### src/rtl/inst_fetch_queue_if.sv
// Fetch-stage bundle: instruction memory port, redirect input and decode-side handshake.
// master = fetch queue, slave = memory/EX/decode side.
interface inst_fetch_queue_if #(
  parameter int CNT_W = 3
);
  logic              imem_req;
  logic [31:0]       imem_addr;
  logic [31:0]       imem_rdata;
  logic              redirect_valid;
  logic [31:0]       redirect_pc;
  logic              id_valid;
  logic              id_ready;
  logic [31:0]       id_pc;
  logic [31:0]       id_inst;
  logic [CNT_W-1:0]  q_count;

  modport master (
    output imem_req,
    output imem_addr,
    input  imem_rdata,
    input  redirect_valid,
    input  redirect_pc,
    output id_valid,
    input  id_ready,
    output id_pc,
    output id_inst,
    output q_count
  );

  modport slave (
    input  imem_req,
    input  imem_addr,
    output imem_rdata,
    output redirect_valid,
    output redirect_pc,
    input  id_valid,
    output id_ready,
    input  id_pc,
    input  id_inst,
    input  q_count
  );
endinterface

### src/rtl/inst_fetch_queue.sv
// Sequential-PC fetch into a synchronous imem, buffering {pc, inst} for decode; redirect flushes all.
// Latency: request -> memory -> push, so an entry reaches decode 2 cycles after its request.
// Backpressure: issue only while registered count + in-flight < DEPTH; decode stalls via id_ready.
module inst_fetch_queue #(
  parameter logic [31:0] RESET_PC = 32'h0000_0000,
  parameter int          DEPTH    = 4,
  parameter int          CNT_W    = 3
) (
  input  logic              clk,
  input  logic              rst,
  inst_fetch_queue_if.master bus
);

  localparam int PTR_W = $clog2(DEPTH);

  typedef struct packed {
    logic [31:0] pc;
    logic [31:0] inst;
  } fetch_ent_t;

  logic [31:0]      fetch_pc;
  logic [31:0]      inflight_pc;
  logic             inflight_v;
  fetch_ent_t       mem [DEPTH];
  logic [PTR_W-1:0] rd_ptr;
  logic [PTR_W-1:0] wr_ptr;
  logic [CNT_W-1:0] count;

  logic [CNT_W:0]   occupancy;
  logic             issue;
  logic             push;
  logic             pop;
  fetch_ent_t       head;

  // Credit counts the registered occupancy only, so a same-cycle pop never frees a slot.
  assign occupancy = {1'b0, count} + {{CNT_W{1'b0}}, inflight_v};
  assign issue     = !rst && !bus.redirect_valid && (occupancy < (CNT_W+1)'(DEPTH));
  assign push      = !rst && inflight_v && !bus.redirect_valid;
  assign pop       = bus.id_valid && bus.id_ready && !bus.redirect_valid;
  assign head      = mem[rd_ptr];

  assign bus.imem_req  = issue;
  assign bus.imem_addr = fetch_pc;
  assign bus.id_valid  = !rst && (count != '0);
  assign bus.id_pc     = head.pc;
  assign bus.id_inst   = head.inst;
  assign bus.q_count   = count;

  always_ff @(posedge clk) begin
    if (push) begin
      mem[wr_ptr] <= '{pc: inflight_pc, inst: bus.imem_rdata};
    end
  end

  always_ff @(posedge clk) begin
    if (rst) begin
      fetch_pc    <= RESET_PC & ~32'h3;
      inflight_v  <= 1'b0;
      inflight_pc <= '0;
      count       <= '0;
      rd_ptr      <= '0;
      wr_ptr      <= '0;
    end else if (bus.redirect_valid) begin
      // The response for the in-flight request is discarded by clearing inflight_v.
      fetch_pc    <= bus.redirect_pc & ~32'h3;
      inflight_v  <= 1'b0;
      count       <= '0;
      rd_ptr      <= '0;
      wr_ptr      <= '0;
    end else begin
      inflight_v <= issue;
      if (issue) begin
        inflight_pc <= fetch_pc;
        fetch_pc    <= fetch_pc + 32'd4;
      end
      if (push) begin
        wr_ptr <= wr_ptr + PTR_W'(1);
      end
      if (pop) begin
        rd_ptr <= rd_ptr + PTR_W'(1);
      end
      case ({push, pop})
        2'b10:   count <= count + CNT_W'(1);
        2'b01:   count <= count - CNT_W'(1);
        default: count <= count;
      endcase
    end
  end

  push_never_full: assert property (@(posedge clk) disable iff (rst) push |-> (count < CNT_W'(DEPTH)));

endmodule

### src/flat_wrapper.sv
// flat-port wrapper written by rule: the top's interface ports become plain ports
module inst_fetch_queue_flat 
#(
  parameter logic [31:0] RESET_PC = 32'h0000_0000,
  parameter int          DEPTH    = 4,
  parameter int          CNT_W    = 3
)
  (clk, rst, bus_imem_req, bus_imem_addr, bus_imem_rdata, bus_redirect_valid, bus_redirect_pc, bus_id_valid, bus_id_ready, bus_id_pc, bus_id_inst, bus_q_count);
  inst_fetch_queue_if #(.CNT_W(CNT_W)) bus_i ();
  input  logic clk;
  input  logic rst;
  output wire logic [$bits(bus_i.imem_req)-1:0] bus_imem_req;
  output wire logic [$bits(bus_i.imem_addr)-1:0] bus_imem_addr;
  input wire logic [$bits(bus_i.imem_rdata)-1:0] bus_imem_rdata;
  input wire logic [$bits(bus_i.redirect_valid)-1:0] bus_redirect_valid;
  input wire logic [$bits(bus_i.redirect_pc)-1:0] bus_redirect_pc;
  output wire logic [$bits(bus_i.id_valid)-1:0] bus_id_valid;
  input wire logic [$bits(bus_i.id_ready)-1:0] bus_id_ready;
  output wire logic [$bits(bus_i.id_pc)-1:0] bus_id_pc;
  output wire logic [$bits(bus_i.id_inst)-1:0] bus_id_inst;
  output wire logic [$bits(bus_i.q_count)-1:0] bus_q_count;
  assign bus_imem_req = bus_i.imem_req;
  assign bus_imem_addr = bus_i.imem_addr;
  assign bus_i.imem_rdata = bus_imem_rdata;
  assign bus_i.redirect_valid = bus_redirect_valid;
  assign bus_i.redirect_pc = bus_redirect_pc;
  assign bus_id_valid = bus_i.id_valid;
  assign bus_i.id_ready = bus_id_ready;
  assign bus_id_pc = bus_i.id_pc;
  assign bus_id_inst = bus_i.id_inst;
  assign bus_q_count = bus_i.q_count;
  inst_fetch_queue #(.RESET_PC(RESET_PC), .DEPTH(DEPTH), .CNT_W(CNT_W)) u_core (.clk(clk), .rst(rst), .bus(bus_i));
endmodule
### config.mk
export PLATFORM = sky130hd
export DESIGN_NAME = inst_fetch_queue_flat
export DESIGN_NICKNAME = d
export VERILOG_FILES = /design/src/rtl/inst_fetch_queue_if.sv /design/src/rtl/inst_fetch_queue.sv /design/src/flat_wrapper.sv
export SDC_FILE = /design/constraint.sdc
export NUM_CORES = 1
export LEC_CHECK = 0
export BUFFER_PORTS_ARGS = -buffer_cell sky130_fd_sc_hd__buf_2
export CORE_MARGIN = 2
export CORE_UTILIZATION = 57
export CTS_CLUSTER_SIZE = 16
export DETAILED_ROUTE_END_ITERATION = 10
export MAX_ROUTING_LAYER = met4
export PLACE_DENSITY = 0.82
export SLEW_MARGIN = 10
export SYNTH_ARGS = -nofsm -noshare
export SYNTH_HDL_FRONTEND = slang
export SYNTH_SLANG_ARGS = --single-unit
### constraint.sdc
create_clock -name clk -period 4.56 [get_ports clk]
set_input_delay 1.368 -clock clk [delete_from_list [all_inputs] [get_ports clk]]
set_output_delay 1.368 -clock clk [all_outputs]
set_load 0.05 [all_outputs]
==> results of run 1 <==
[cells by family (layout without fill, tap and decap cells)]
family / Yosys count / after routing / share of synthesized area, %
simple gates: 180 / 180 / 6.94
xor+xnor: 27 / 27 / 1.95
mux: 68 / 68 / 12.0
buf+inv: 50 / 239 / 1.78
flops: 318 / 318 / 73.0
compound gates: 72 / 72 / 3.50
other cells: 1 / 4 / 0.0309
fa+ha+maj: 7 / 7 / 0.784
[metal layers]
layer | vias up | wire (um) | part of all wire [%]
met3 | 33 | 1990 | 8.2
met4 | 0 | 379 | 1.6
met2 | 290 | 11900 | 49
met5 | - | 0 | 0
met1 | 3393 | 10000 | 41
li1 | 3131 | - | -
[stage by stage]
step | setup slack, ps | power [uW] | std cells | hold slack (ps)
2_1_floorplan | 591 | 3420 | 726 | 460
3_3_place_gp | 790 | 3510 | 1134 | 475
3_5_place_dp | 719 | 3520 | 1134 | 485
4_1_cts | 715 | 5900 | 1190 | 499
5_1_grt | 613 | 6040 | 1190 | 521
6_report | 717 | 5860 | 1190 | 501
[worst max-delay path, delay by kind of cell]
family | cells | cell delay (ps)
buffers and inverters | 3 | 590
AND/OR/NAND/NOR | 2 | 510
[final cells by class]
| cell class | instances | area [um^2] | area share, % |
|---|---|---|---|
| tap | 275 | 344 | 2.42 |
| clock buffer | 41 | 833 | 5.87 |
| sequential | 318 | 8860 | 62.4 |
| inverter | 9 | 33.8 | 0.238 |
| clock inverter | 15 | 128 | 0.899 |
| multi-input combinational | 358 | 3090 | 21.8 |
| timing repair buffer | 174 | 913 | 6.43 |
[power breakdown]
| group | leakage, uW | internal (uW) | switching [uW] |
|---|---|---|---|
| sequential | 0.00301 | 3150 | 45.9 |
| combinational | 0.00156 | 76.0 | 193 |
| clock | 0.000466 | 1390 | 1010 |
[worst min path at each step]
stage	start	to	slack, ps	depth (start not counted)
finish	u_core.inflight_pc[11]	u_core.inflight_pc[11]	500	2
floorplan	u_core.inflight_pc[2]	u_core.mem[0][34]	460	0
detailed placement	u_core.inflight_pc[22]	u_core.mem[2][54]	490	0
global placement	u_core.inflight_pc[9]	u_core.inflight_pc[9]	480	2
global route	u_core.inflight_pc[18]	u_core.mem[1][50]	520	0
CTS	u_core.inflight_pc[22]	u_core.mem[3][54]	500	0
[cell usage in the layout, fill, tap and decap left out, types with 3 or more instances in the layout]
| cell type | instances |
|---|---|
| edfxtp_1 | 248 |
| buf_2 | 162 |
| nand2_1 | 84 |
| dfxtp_1 | 68 |
| mux4_2 | 62 |
| a21oi_1 | 43 |
| nor2_1 | 32 |
| clkbuf_16 | 31 |
| xor2_1 | 14 |
| nand3_1 | 13 |
| xnor2_1 | 13 |
| nand4_1 | 12 |
| buf_4 | 11 |
| inv_1 | 9 |
| a211oi_1 | 8 |
| clkbuf_1 | 8 |
| nor3_1 | 7 |
| o21ai_0 | 7 |
| ha_1 | 6 |
| and2_1 | 5 |
| or3_1 | 5 |
| mux2i_1 | 5 |
| clkinv_1 | 5 |
| clkinv_2 | 5 |
| and3_4 | 4 |
| a31oi_1 | 4 |
| and4_1 | 4 |
| and3_1 | 4 |
| a311oi_1 | 4 |
| conb_1 | 4 |
| nor4_1 | 3 |
| o22ai_1 | 3 |
[sequential cells by signal, summed over array words and instances, names as in the netlist, named ones only]
| register | flops |
|---|---|
| u_core.rd_ptr | 2 |
| u_core.inflight_pc | 30 |
| u_core.bus.q_count | 3 |
| u_core.mem | 248 |
| u_core.inflight_v | 1 |
| u_core.wr_ptr | 2 |
| u_core.bus.imem_addr | 30 |
==> flow_summary.json, run 1 <==
{
  "cts_setup_buffers": 0,
  "cts_tree": "done",
  "ant_nets": 0,
  "first_iter_violations": 491,
  "path_max_fanout": 16,
  "p_per_area_nw_per_um2": 412,
  "tightest_slew_ps": 1120,
  "crit_end": "bus_imem_req",
  "vias": 6847,
  "worst_r2r_endpoint": "u_core.bus.q_count[2]",
  "syn_avg_cell_area_um2": 16.8,
  "hold_buffers": 0,
  "synthArstFlopShare_pct": 0,
  "synth_area_um2": 12100,
  "cts-root-buf": "clkbuf_16",
  "synth_most_common_cell": "edfxtp_1",
  "start_util_pct": 57.8,
  "grt_max_degree": 63,
  "critPathLaunchType": "input port",
  "synth_edf_count": 248,
  "path_clk_slew_ps": 60,
  "synth_top_area_cell": "edfxtp_1",
  "fill_cells": 1439,
  "synth_cell_type_count": 40,
  "worstSetupEndpointType": "output pin",
  "grt_pass1_vias": 6919,
  "yosys_register_bits": 318,
  "syn_inst": 723,
  "first_pass_iters": 7,
  "drv_slew": 0,
  "dpl_cell_area_um2": 13200,
  "die-area_um2": 22400,
  "clkLatencyLatePin_ps": 540,
  "path_class": "in -> out",
  "max_freq_mhz": 260,
  "p_leak_uw": 0.00504,
  "die_x_um": 150,
  "crit_chain": "buf_2, nor2_1, nand2_1, inv_1, buf_2",
  "finalHoldViolCount": 0,
  "rr_worst_depth": 8,
  "yosysSeqAreaShare_pct": 73.0,
  "finalSetupViolations": 0,
  "numCtsBuffers": 30,
  "antennaDiodeCount": 0,
  "grt_antenna_before_repair": 0,
  "met3_usage_pct": 3.93,
  "grt_pass1_wl_um": 37500,
  "synth.area.top_cells": "edfxtp_1, dfxtp_1, mux4_2, nand2_1, a21oi_1",
  "fin_crit_sh_pct": 84.3,
  "fin_setup_tns_ps": 0,
  "status": "completed",
  "yosysTopAreaCellShare_pct": 61.4,
  "grt_setup_unrepaired": "false",
  "wl_per_cell_um": 20.4,
  "dp_hpwl_um": 15100,
  "grt_use_met1_pct": 30.9,
  "area_growth_pct": 17.1,
  "drive_above_1_share_pct": 31.7,
  "period_minus_slack_ps": 3840,
  "cts_htree_levels": 1,
  "synth-main-ff-cell": "edfxtp_1",
  "busiest_layer": "met2",
  "die_y_um": 150,
  "cts_sinks": 318,
  "finalWirelength_um": 24300,
  "ir_drop_mv": 0.294,
  "overflow": 0,
  "core_um2": 21000,
  "post-route-util_pct": 67.8,
  "crit_path_top_delay_cell": "nor2_1",
  "fp-row-count": 53,
  "min_path_type": "reg -> reg",
  "worstPathRequired_ps": 3190,
  "clock_skew_ps": 12.0,
  "cp_slowest_stage_delay_ps": 380,
  "port_buffers": 162,
  "startpoint": "rst",
  "gp_congestion": 0.913,
  "cpMostUsedCell": "buf_2",
  "grtUsageMet2_pct": 35.8,
  "grtUsageTotal_pct": 22.4,
  "relSlewSlack_pct": 25.5,
  "post_cts_resized": 0,
  "nets": 966,
  "r2r-start": "u_core.bus.q_count[0]",
  "io_pins": 169,
  "crit_arrival_ps": 2480,
  "synthTopCellsByCount": "edfxtp_1, nand2_1, dfxtp_1",
  "final_area_um2": 14200,
  "synth_warnings": 0,
  "r2r_setup_slack_ps": 2130,
  "drc": 0,
  "vias_per_cell": 5.75,
  "cts_max_path_buffers": 3,
  "cap_violations": 0
}
Note: power is estimated with default switching activity, not from simulation.
==> run 2, diff against run 1 <==
--- a/config.mk
+++ b/config.mk
@@ -5,6 +5,7 @@
 export SDC_FILE = /design/constraint.sdc
 export NUM_CORES = 1
 export LEC_CHECK = 0
+export ABC_AREA = 1
 export BUFFER_PORTS_ARGS = -buffer_cell sky130_fd_sc_hd__buf_2
 export CORE_MARGIN = 2
 export CORE_UTILIZATION = 57
==> constraint.sdc (replaced) <==
create_clock -name clk -period 3.8 [get_ports clk]
set_input_delay 1.14 -clock clk [delete_from_list [all_inputs] [get_ports clk]]
set_output_delay 1.14 -clock clk [all_outputs]
set_load 0.05 [all_outputs]
==> flow_summary.json, run 2 <==
{
  "fp-row-count": 54,
  "cp_slowest_stage_delay_ps": 410,
  "cts_htree_levels": 1,
  "status": "completed",
  "period_minus_slack_ps": 3440,
  "worstPathRequired_ps": 2660,
  "port_buffers": 162,
  "die_y_um": 154,
  "start_util_pct": 58.5,
  "synth_most_common_cell": "edfxtp_1",
  "die-area_um2": 23700,
  "ir_drop_mv": 0.357,
  "fin_crit_sh_pct": 90.6,
  "synth_edf_count": 248,
  "synth_area_um2": 12800,
  "syn_avg_cell_area_um2": 11.0,
  "finalHoldViolCount": 0,
  "holdWs_ps": 470,
  "overflow": 0,
  "gp_congestion": 0.910,
  "core_um2": 22000,
  "drive_above_1_share_pct": 19.1,
  "vias": 9097,
  "max_freq_mhz": 291,
  "finalSetupViolations": 0,
  "r2r_setup_slack_ps": 1790,
  "dpl_cell_area_um2": 14000,
  "grt_pass1_wl_um": 42900,
  "layout_commonest_cell": "edfxtp_1",
  "met1Wirelength_um": 11700,
  "grt_setup_unrepaired": "false",
  "synth_top_area_cell": "edfxtp_1",
  "io_pins": 169,
  "synth_cell_type_count": 35,
  "synthArstFlopShare_pct": 0,
  "p_leak_uw": 0.00566,
  "grtUsageTotal_pct": 23.3,
  "preCtsSetupSlack_ps": 692,
  "cts_max_path_buffers": 3,
  "cap_violations": 0,
  "drv_slew": 0,
  "wl_met3_um": 2140,
  "largest_reg_flops": 248,
  "setup_slack_ps": 358,
  "path_clk_slew_ps": 60,
  "synth.area.top_cells": "edfxtp_1, dfxtp_1, o21ai_0, nor2_1, nand2_1",
  "min_path_type": "reg -> reg",
  "critPathLaunchType": "flip-flop",
  "clock_skew_ps": 14.3,
  "largest-register": "u_core.mem",
  "first_iter_violations": 777,
  "wl_met2_um": 13100,
  "yosysSeqAreaShare_pct": 68.9,
  "syn_inst": 1163,
  "numCtsBuffers": 31,
  "final_cells": 1619,
  "yosysTopAreaCellShare_pct": 58.0,
  "cts_setup_buffers": 0,
  "highest_layer": "met4",
  "final_cell_mix": "edfxtp_1, nor2_1, o21ai_0, buf_2, nand2_1",
  "synth_warnings": 0,
  "ant_nets": 0,
  "cts_tree": "done",
  "cts-root-buf": "clkbuf_16",
  "wl_per_cell_um": 17.0,
  "final_area_um2": 15000,
  "relSlewSlack_pct": 43.6,
  "cts_sinks": 318,
  "first_pass_iters": 5,
  "crit_path_top_delay_cell": "clkinv_2",
  "finalWirelength_um": 27500,
  "crit_chain": "clkinv_2, buf_12, o21ai_0, o22ai_1, buf_2",
  "post_cts_resized": 0,
  "placed_cells": 1560,
  "tightest_slew_ps": 845,
  "crit_arrival_ps": 2300,
  "worstSetupEndpointType": "output pin",
  "yosys_register_bits": 318,
  "grt_max_degree": 125,
  "vias_per_cell": 5.62,
  "grt_pass1_vias": 8332,
  "synthTopCellsByCount": "edfxtp_1, nor2_1, o21ai_0",
  "clkLatencyLatePin_ps": 560,
  "grt_antenna_before_repair": 1,
  "drc": 0,
  "path_max_fanout": 58,
  "hold_buffers": 0,
  "path_class": "reg -> out",
  "nets": 1388,
  "dp_hpwl_um": 16300,
  "area_growth_pct": 17.0,
  "p_per_area_nw_per_um2": 490,
  "synth-main-ff-cell": "edfxtp_1",
  "die_x_um": 154
}
## run 2: cell types whose count changed in the layout (fill, tap and decap cells not counted), moves of 11 or more
cell	previous run	this run
nor2_1	32	191
a21oi_1	43	32
xnor2_1	13	1
nand3_1	13	49
o21ai_0	7	165
mux4_2	62	0
inv_1	9	86
o22ai_1	3	62
xor2_1	14	2
nor2_2	0	11
nand2_1	84	113
## run 2: power breakdown
part	switching (uW)	internal (uW)	leakage, uW
combinational	288	105	0.00230
sequential	65.8	3800	0.00287
clock	1280	1820	0.000492
total	1630	5730	0.00566
## run 2: layout make-up
class / count / area, um^2
multi-input combinational: 696 / 3390
fill: 1551 / 6940
clock inverter: 18 / 211
timing repair buffer: 178 / 1050
clock buffer: 39 / 827
inverter: 88 / 332
tap: 280 / 350
antenna: 2 / 5.00
sequential: 318 / 8850
## run 2: path summary, 6_finish.rpt
kind,from,endpoint,depth (start not counted)
min,u_core.rd_ptr[1],flip-flop,2
max,flip-flop,bus_id_inst[15],5
max reg2reg,u_core.bus.q_count[0],u_core.bus.imem_addr[16],9
min reg2reg,u_core.rd_ptr[1],flip-flop,2
## run 2: per-stage QoR
| step | TNS, ps | total power [uW] | util [%] |
|---|---|---|---|
| 2_1_floorplan | -225550 | 4200 | - |
| 3_3_place_gp | 0 | 4320 | 63.6 |
| 3_5_place_dp | 0 | 4330 | 63.6 |
| 4_1_cts | 0 | 7390 | 68.4 |
| 5_1_grt | 0 | 7570 | 68.4 |
| 6_report | 0 | 7360 | 68.4 |
## run 2: per-layer routing
metal | global-route usage (%) | vias up
met5 | - | -
met4 | 5.74 | 0
met3 | 3.35 | 37
met2 | 37.9 | 379
met1 | 31.5 | 4295
li1 | - | 4386
## run 2: cell families (layout without fill, tap and decap cells)
| kind of cell | after synthesis | count (layout) | share of synthesized area, % |
|---|---|---|---|
| flip-flops | 318 | 318 | 68.9 |
| XOR/XNOR | 3 | 3 | 0.205 |
| AND/OR/NAND/NOR | 400 | 400 | 13.2 |
| buffers and inverters | 152 | 323 | 4.98 |
| adder cells (fa/ha/maj) | 7 | 7 | 0.741 |
| other | 1 | 6 | 0.0292 |
| AO/OA/AOI/OAI | 282 | 282 | 11.9 |
## run 2: critical path: cells and delay by family (launching register included)
family                 cells  cell delay (ps)
buffers and inverters      3             1010
flip-flops                 1              360
AO/OA/AOI/OAI              2              320
==> run 3, diff against run 2 <==
--- a/config.mk
+++ b/config.mk
@@ -6,7 +6,7 @@
 export NUM_CORES = 1
 export LEC_CHECK = 0
 export ABC_AREA = 1
-export BUFFER_PORTS_ARGS = -buffer_cell sky130_fd_sc_hd__buf_2
+export BUFFER_PORTS_ARGS = -buffer_cell sky130_fd_sc_hd__buf_4
 export CORE_MARGIN = 2
 export CORE_UTILIZATION = 57
 export CTS_CLUSTER_SIZE = 16
==> flow_summary.json, run 3 (synthesized netlist as in run 2, its figures left out) <==
{
  "final_area_um2": 15400,
  "hold_depth": 2,
  "grt_max_degree": 68,
  "numCtsBuffers": 30,
  "post_cts_resized": 0,
  "relSlewSlack_pct": 45.1,
  "wl_per_cell_um": 17.3,
  "overflow": 0,
  "vias": 9120,
  "layout_commonest_cell": "edfxtp_1",
  "holdWs_ps": 476,
  "cap_violations": 0,
  "grt_setup_unrepaired": "false",
  "hold_buffers": 0,
  "p_sw_share_pct": 21.8,
  "crit_chain": "clkinv_2, buf_12, o21ai_0, o22ai_1, buf_4",
  "fp-row-count": 54,
  "comb_power_share_pct": 5.9,
  "final_cells": 1619,
  "fin_crit_sh_pct": 91.0,
  "worstPathRequired_ps": 2660,
  "clock_skew_ps": 11.1,
  "core_um2": 22000,
  "intPower_uw": 5710,
  "finalWirelength_um": 28000,
  "p_seq_share_pct": 53.1,
  "cts_tree": "done",
  "first_iter_violations": 767,
  "grt_antenna_before_repair": 0,
  "finalHoldViolCount": 0,
  "finalSetupViolations": 0,
  "drive_above_1_share_pct": 19.3,
  "vias_per_cell": 5.63,
  "p_leak_uw": 0.00577,
  "p_clk_share_pct": 41.0,
  "p_sw_uw": 1590,
  "ir_drop_mv": 0.305,
  "io_pins": 169,
  "grt_pass1_vias": 8681,
  "die_x_um": 154,
  "placed_cells": 1563,
  "largest-register": "u_core.mem",
  "fin_setup_tns_ps": 0,
  "cts_htree_levels": 1,
  "gp_congestion": 0.900,
  "cts_sinks": 318,
  "path_class": "reg -> out",
  "path_clk_slew_ps": 60,
  "grtUsageTotal_pct": 24.0,
  "dpl_cell_area_um2": 14300,
  "largest_reg_flops": 248,
  "cts_setup_buffers": 0,
  "first_pass_iters": 6,
  "status": "completed",
  "antennaDiodeCount": 0,
  "cts-root-buf": "clkbuf_16",
  "crit_path_top_delay_cell": "dfxtp_4",
  "cts_max_path_buffers": 3,
  "drc": 0,
  "rr_worst_depth": 9,
  "port_buffers": 162,
  "critPathLaunchType": "flip-flop",
  "post-route-util_pct": 69.9,
  "ant_nets": 0,
  "area_growth_pct": 19.7,
  "max_freq_mhz": 289,
  "path_max_fanout": 66,
  "crit_arrival_ps": 2320,
  "dp_hpwl_um": 17300,
  "tightest_slew_ps": 822,
  "worstSetupEndpointType": "output pin",
  "period_minus_slack_ps": 3460,
  "grt_pass1_wl_um": 44300,
  "die_y_um": 154,
  "p_per_area_nw_per_um2": 475,
  "drv_slew": 0,
  "min_path_type": "reg -> reg",
  "final_cell_mix": "edfxtp_1, nor2_1, buf_4, o21ai_0, nand2_1",
  "clkLatencyLatePin_ps": 550,
  "start_util_pct": 58.5,
  "die-area_um2": 23700,
  "nets": 1390,
  "cp_slowest_stage_delay_ps": 510
}
## run 3: cell types whose count changed in the layout (fill, tap and decap cells not counted), moves of 2 or more
cell,before,now
clkinv_2,2,5
buf_12,9,5
inv_6,3,1
buf_2,159,0
clkbuf_1,7,3
diode_2,2,0
buf_4,10,176
clkinv_4,1,3
clkinv_1,4,6
## run 3: area by class of cell
| type | instances | area [um^2] |
|---|---|---|
| Timing Repair Buffer | 181 | 1420 |
| Clock buffer | 34 | 787 |
| Inverter | 88 | 332 |
| Clock inverter | 22 | 225 |
| Multi-Input combinational cell | 696 | 3390 |
| Fill cell | 1533 | 6600 |
| Sequential cell | 318 | 8850 |
| Tap cell | 280 | 350 |
## run 3: worst paths after layout
check | endpoint | slack [ps] | startpoint
worst min-delay path | flip-flop | 480 | u_core.rd_ptr[1]
worst min register to register | flip-flop | 480 | u_core.rd_ptr[1]
worst max-delay path | bus_id_pc[24] | 340 | flip-flop
worst max register to register | u_core.bus.imem_addr[14] | 1770 | u_core.bus.q_count[0]
## run 3: per-stage QoR
stage	power, uW	setup WS, ps
floorplan	4200	-909
global placement	4360	753
detailed placement	4370	749
CTS	7340	311
global route	7530	241
finish	7300	343
## run 3: layer usage
| layer | GRT usage, % | wire, um | share of wire (%) |
|---|---|---|---|
| met3 | 3.13 | 2150 | 7.7 |
| met4 | 8.14 | 775 | 2.8 |
| met5 | - | 0 | 0 |
| met1 | 32.1 | 11700 | 42 |
| met2 | 38.6 | 13300 | 48 |
## run 3: power groups by stage
stage          Sequential, uW  Combinational, uW  Clock (uW)
2_1_floorplan            4000                202           0
3_3_place_gp             3940                416           0
3_5_place_dp             3950                427           0
4_1_cts                  3870                429        3040
5_1_grt                  3880                464        3180
6_report                 3870                430        2990
## run 3: worst max-delay path: cells and delay by family, from the launching register on
| family | cells | cell delay (ps) |
|---|---|---|
| flip-flops | 1 | 510 |
| AO/OA/AOI/OAI | 2 | 400 |
| buffers and inverters | 3 | 810 |
